`src/rtl/lc3b_instr_encoder.sv`:
```
// Packs LC-3b instruction fields into 16-bit words and writes them to consecutive addresses.
// Latency: mem_write rises 1 cycle after acceptance; in_ready is low for the whole write (until mem_resp).
module lc3b_instr_encoder #(
   parameter logic [15:0] RESET_ADDR = 16'h0000,
   parameter logic [15:0] ADDR_STEP  = 16'd2
) (
   input  logic        clk,
   input  logic        rst_n,
   input  logic        in_valid,
   output logic        in_ready,
   input  logic [3:0]  opcode,
   input  logic [2:0]  dest,
   input  logic [2:0]  src1,
   input  logic [2:0]  src2,
   input  logic [10:0] imm,
   input  logic        flag_a,
   input  logic        flag_b,
   input  logic        addr_load,
   input  logic [15:0] addr_in,
   output logic [15:0] mem_address,
   output logic [15:0] mem_wdata,
   output logic        mem_write,
   output logic [1:0]  mem_byte_enable,
   input  logic        mem_resp,
   output logic        wr_done,
   output logic        range_err,
   output logic [15:0] word_count
);

   localparam logic [3:0] OP_BR   = 4'b0000;
   localparam logic [3:0] OP_ADD  = 4'b0001;
   localparam logic [3:0] OP_LDB  = 4'b0010;
   localparam logic [3:0] OP_STB  = 4'b0011;
   localparam logic [3:0] OP_JSR  = 4'b0100;
   localparam logic [3:0] OP_AND  = 4'b0101;
   localparam logic [3:0] OP_LDR  = 4'b0110;
   localparam logic [3:0] OP_STR  = 4'b0111;
   localparam logic [3:0] OP_RTI  = 4'b1000;
   localparam logic [3:0] OP_NOT  = 4'b1001;
   localparam logic [3:0] OP_LDI  = 4'b1010;
   localparam logic [3:0] OP_STI  = 4'b1011;
   localparam logic [3:0] OP_JMP  = 4'b1100;
   localparam logic [3:0] OP_SHF  = 4'b1101;
   localparam logic [3:0] OP_LEA  = 4'b1110;
   localparam logic [3:0] OP_TRAP = 4'b1111;

   typedef enum logic {S_IDLE, S_WRITE} state_t;

   state_t      state_q, state_d;
   logic [15:0] addr_q, addr_d;
   logic [15:0] wdata_q, wdata_d;
   logic        wr_done_q, wr_done_d;
   logic        range_err_q, range_err_d;
   logic [15:0] count_q, count_d;

   logic [15:0] enc_word;
   logic        enc_ok;
   logic        accept;

   // Signed fields fit when all bits above the sign bit replicate it.
   logic imm5_ok, off6_ok, off9_ok, imm4_ok, trap_ok;
   assign imm5_ok = (&imm[10:4]) | ~(|imm[10:4]);
   assign off6_ok = (&imm[10:5]) | ~(|imm[10:5]);
   assign off9_ok = (&imm[10:8]) | ~(|imm[10:8]);
   assign imm4_ok = ~(|imm[10:4]);
   assign trap_ok = ~(|imm[10:8]);

   always_comb begin
      enc_word = {opcode, 12'h000};
      enc_ok   = 1'b1;
      unique case (opcode)
         OP_ADD, OP_AND: begin
            if (flag_a) begin
               enc_word[11:0] = {dest, src1, 1'b1, imm[4:0]};
               enc_ok         = imm5_ok;
            end else begin
               enc_word[11:0] = {dest, src1, 3'b000, src2};
            end
         end
         OP_NOT: enc_word[11:0] = {dest, src1, 6'h3F};
         OP_BR, OP_LEA: begin
            enc_word[11:0] = {dest, imm[8:0]};
            enc_ok         = off9_ok;
         end
         OP_LDB, OP_LDR, OP_LDI, OP_STB, OP_STR, OP_STI: begin
            enc_word[11:0] = {dest, src1, imm[5:0]};
            enc_ok         = off6_ok;
         end
         OP_JMP: enc_word[11:0] = {3'b000, src1, 6'h00};
         OP_JSR: begin
            if (flag_a) enc_word[11:0] = {1'b1, imm[10:0]};
            else        enc_word[11:0] = {3'b000, src1, 6'h00};
         end
         OP_SHF: begin
            enc_word[11:0] = {dest, src1, flag_a, flag_b, imm[3:0]};
            enc_ok         = imm4_ok;
         end
         OP_TRAP: begin
            enc_word[11:0] = {4'h0, imm[7:0]};
            enc_ok         = trap_ok;
         end
         OP_RTI: enc_word[11:0] = 12'h000;
         default: enc_word[11:0] = 12'h000;
      endcase
   end

   assign in_ready = (state_q == S_IDLE) && !addr_load;
   assign accept   = in_valid && in_ready;

   always_comb begin
      state_d     = state_q;
      addr_d      = addr_q;
      wdata_d     = wdata_q;
      wr_done_d   = 1'b0;
      range_err_d = 1'b0;
      count_d     = count_q;
      unique case (state_q)
         S_IDLE: begin
            if (addr_load) begin
               addr_d = {addr_in[15:1], 1'b0};
            end else if (accept) begin
               if (enc_ok) begin
                  wdata_d = enc_word;
                  state_d = S_WRITE;
               end else begin
                  range_err_d = 1'b1;
               end
            end
         end
         S_WRITE: begin
            if (mem_resp) begin
               state_d   = S_IDLE;
               addr_d    = addr_q + ADDR_STEP;
               count_d   = count_q + 16'd1;
               wr_done_d = 1'b1;
            end
         end
         default: state_d = S_IDLE;
      endcase
   end

   always_ff @(posedge clk or negedge rst_n) begin
      if (!rst_n) begin
         state_q     <= S_IDLE;
         addr_q      <= RESET_ADDR;
         wdata_q     <= 16'h0000;
         wr_done_q   <= 1'b0;
         range_err_q <= 1'b0;
         count_q     <= 16'h0000;
      end else begin
         state_q     <= state_d;
         addr_q      <= addr_d;
         wdata_q     <= wdata_d;
         wr_done_q   <= wr_done_d;
         range_err_q <= range_err_d;
         count_q     <= count_d;
      end
   end

   assign mem_write       = (state_q == S_WRITE);
   assign mem_byte_enable = {2{mem_write}};
   assign mem_address     = addr_q;
   assign mem_wdata       = wdata_q;
   assign wr_done         = wr_done_q;
   assign range_err       = range_err_q;
   assign word_count      = count_q;

endmodule

```
`config.mk`:
```
export PLATFORM = sky130hd
export DESIGN_NAME = lc3b_instr_encoder
export DESIGN_NICKNAME = d
export VERILOG_FILES = /design/src/rtl/lc3b_instr_encoder.sv
export SDC_FILE = /design/constraint.sdc
export NUM_CORES = 1
export LEC_CHECK = 0
export CORE_MARGIN = 3
export CORE_UTILIZATION = 30
export DETAILED_ROUTE_END_ITERATION = 8
export GPL_TIMING_DRIVEN = 1
export SLEW_MARGIN = 20
export SYNTH_ARGS = -nofsm -noshare
export SYNTH_HDL_FRONTEND = slang
export SYNTH_SLANG_ARGS = --single-unit
```
`constraint.sdc`:
```
create_clock -name clk -period 1.6 [get_ports clk]
set_input_delay 0.16 -clock clk [delete_from_list [all_inputs] [get_ports clk]]
set_output_delay 0.16 -clock clk [all_outputs]
set_load 0.02 [all_outputs]
```
==> results.py <==
metrics = {
    "timing": {
        "timing.final.ws_setup_ps": -134,
        "finalSetupViolations": 16,
        "drv_slew": 0,
        "rsz0062_at_grt": "true",
        "relSlewSlack_pct": 62.5,
        "holdWs_ps": 364,
        "hold_viol": 0,
        "fin_crit_sh_pct": 108,
        "tightest_slew_ps": 563,
        "fin_skew_ps": 9.92,
        "clock.fmax_mhz": 577,
        "finalCriticalPeriod_ps": 1730,
    },
    "drt": {
        "num_vias": 2721,
        "ant_nets": 0,
        "drt-total-wl_um": 8350,
        "drtPass1Iterations": 4,
        "viasPerCell": 4.79,
        "routedWlPerCell_um": 14.7,
        "drt_iter0_markers": 90,
        "drcViolationCount": 0,
    },
    "clock_network": {
        "cts.sinks": 50,
        "worstSkewPairLatency_ps": 300,
        "cts-buffers-inserted": 5,
        "path_clk_slew_ps": 100,
        "clk_path_buf_depth": 2,
        "cts_root_buf": "clkbuf_8",
        "cts_max_level": 2,
        "cts_tree": "built",
    },
    "worst_setup_path": {
        "rrSetupSlack_ps": -70,
        "worstSetupPathType": "input port to register",
        "arrival_ps": 1920,
        "slowest_stage": "a41oi_4",
        "timing.rr.start": "mem_write$_DFF_PN0_",
        "max_stage_delay_ps": 310,
        "crit_required_ps": 1790,
        "crit_chain": "dlygate4sd2_1 -> buf_4 -> nor4_4 -> buf_4 -> a21oi_4 -> a41oi_4 -> clkbuf_16 -> mux2_4",
        "reg2reg_to": "mem_wdata[12]$_DFFE_PN0P_",
        "cpMostUsedCell": "buf_4",
        "critPathMaxFanout": 7,
        "end_kind": "register",
        "reg2regPathDepth": 6,
        "crit_path_start_kind": "input port",
    },
    "outcome": {
        "status": "complete, but fails checks",
        "violations": "setup timing",
    },
    "synthesis": {
        "synthesis.nets": 338,
        "yosysTopAreaCell": "dfrtp_1",
        "ys_ff_latch": 50,
        "avgSynthCellArea_um2": 9.85,
        "synth_edf_count": 0,
        "synth_flop_cell": "dfrtp_1",
        "yosys.area.top_type_share_pct": 44.0,
        "ys_async_sr_fraction_pct": 100,
        "synthTopCellsByArea": "dfrtp_1 (44%), a21oi_1 (3.7%), mux2_4 (3.7%)",
        "netlist_instances": 289,
        "ys_warn_count": 0,
        "yosysSeqAreaShare_pct": 44.0,
        "synth_cell_types": 49,
        "synthesis.area_um2": 2850,
    },
    "grt": {
        "grt_pass1_vias": 2760,
        "antenna_found_initial": 0,
        "grt_usage_pct": 15.7,
        "grt_pass1_wl_um": 13400,
        "grt-ovfl-total": 0,
        "grt_max_degree": 29,
    },
    "layout": {
        "final_cell_count_no_fill": 568,
        "fin_util_pct": 52.1,
        "syn_to_final_growth_pct": 64.3,
        "drive_gt1_share_pct": 26.7,
        "final_common_cell": "clkdlybuf4s50_1",
        "layout.nets": 490,
        "antenna_cells": 0,
        "fill_cells": 832,
        "layout_common_cells": "clkdlybuf4s50_1 (73), buf_4 (54), dfrtp_1 (46)",
    },
    "run": {
        "max_cap_violations": 0,
    },
    "die": {
        "initial_utilization_pct": 31.7,
        "io_pins": 101,
        "die-area_um2": 10700,
        "core_um2": 8980,
        "rows": 34,
        "fp.dieW_um": 103,
        "die_h_um": 103,
    },
    "power_and_ir_drop": {
        "cellLeakagePower_uw": 0.00209,
        "power.density_nw_per_um2": 972,
        "ir_worst_vdd_mv": 0.451,
        "p_total_uw": 4550,
    },
    "placement": {
        "place_ws_ps": -720,
        "hpwl_um": 6230,
        "place_congestion": 0.948,
        "placed_cells": 551,
        "numPortBuffers": 98,
    },
    "worst_hold_path": {
        "min_path_type": "input port to asynchronous set/reset pin",
    },
}
[report_power, final]
| part | leakage, uW | internal [uW] | total (uW) | switching (uW) |
|---|---|---|---|---|
| Combinational | 0.00143 | 1110 | 2050 | 948 |
| Sequential | 0.000612 | 1530 | 1730 | 199 |
| Clock | 0.0000455 | 354 | 763 | 409 |
[how the worst max path moves through the flow]
stage / start / endpoint / slack [ps] / cells past startpoint
floorplan: imm[10] / mem_wdata[10]$_DFFE_PN0P_ / -280 / 6
global placement: imm[10] / mem_wdata[4]$_DFFE_PN0P_ / -670 / 7
detailed placement: imm[10] / mem_wdata[1]$_DFFE_PN0P_ / -720 / 7
CTS: imm[9] / mem_wdata[1]$_DFFE_PN0P_ / -180 / 7
global route: imm[9] / mem_wdata[8]$_DFFE_PN0P_ / -150 / 8
finish: imm[5] / mem_wdata[12]$_DFFE_PN0P_ / -130 / 8
[worst max-delay path: cells and delay by family]
family | cells | cell delay (ps)
and+or+nand+nor | 1 | 260
buffers and inverters | 4 | 840
AOI/OAI and AO/OA | 2 | 370
muxes | 1 | 290
[state kept, by name, indices dropped and copies added (netlist names)]
register,cells
wr_done,1
range_err,1
mem_address,15
word_count,16
mem_write,1
mem_wdata,16
[through the flow]
stage / TNS, ps / area [um^2]
after floorplan: -3270 / 2880
after global placement: -11830 / 4350
after detailed placement: -12850 / 4350
after CTS: -2330 / 4580
after global routing: -2170 / 4680
final: -1650 / 4680
[timing repair]
action                     4_1_cts  5_1_grt
cloned                           1        0
setup buffers                    4        4
hold buffers                     1        0
gates resized for setup         44       30
hold endpoints to repair        22        0
pin swaps                        8        6
setup endpoints to repair       22       36
[area by class of cell]
cell class,instances,area (um^2),share of cell area [%]
inverter,12,45.0,0.963
multi-input combinational,212,1620,34.5
clock buffer,8,90.1,1.93
timing repair buffer,160,1510,32.3
tap,126,158,3.37
sequential,50,1260,26.9
[cell families (layout without fill, tap and decap cells)]
logic type,count (synthesis),count (layout),synth area share (%)
AOI/OAI and AO/OA,66,66,16.2
adders and majority gates,2,2,0.879
xor gates and xnor gates,23,23,7.08
other,1,1,0.132
buffers and inverters,27,180,4.35
DFF,50,50,44.0
muxes,22,22,9.32
and+or+nand+nor,98,98,18.0
[synth_stat cells, types with 3 or more instances]
cell type / number
and3_1: 3
dfrtp_1: 50
nor2_1: 17
xor2_1: 11
mux2i_1: 7
and2_1: 3
nor2b_1: 8
o32ai_1: 4
nand2b_1: 6
mux2_2: 8
nand4_1: 9
nor3_1: 4
mux2_4: 7
nand2_1: 26
a211oi_1: 8
a21oi_1: 21
o22ai_1: 4
o2bb2ai_1: 3
clkbuf_1: 11
buf_4: 3
xnor2_1: 12
o21ai_0: 8
inv_1: 12
nand3_1: 12
[layer usage]
metal / global-route usage [%] / wire length, um / up-vias
met4: 2.69 / 57 / 0
met1: 22.3 / 3790 / 1294
met2: 24.8 / 3950 / 80
met5: 0 / 0 / -
met3: 3.82 / 557 / 8
li1: - / - / 1339
(Power assumes the default switching activity.)
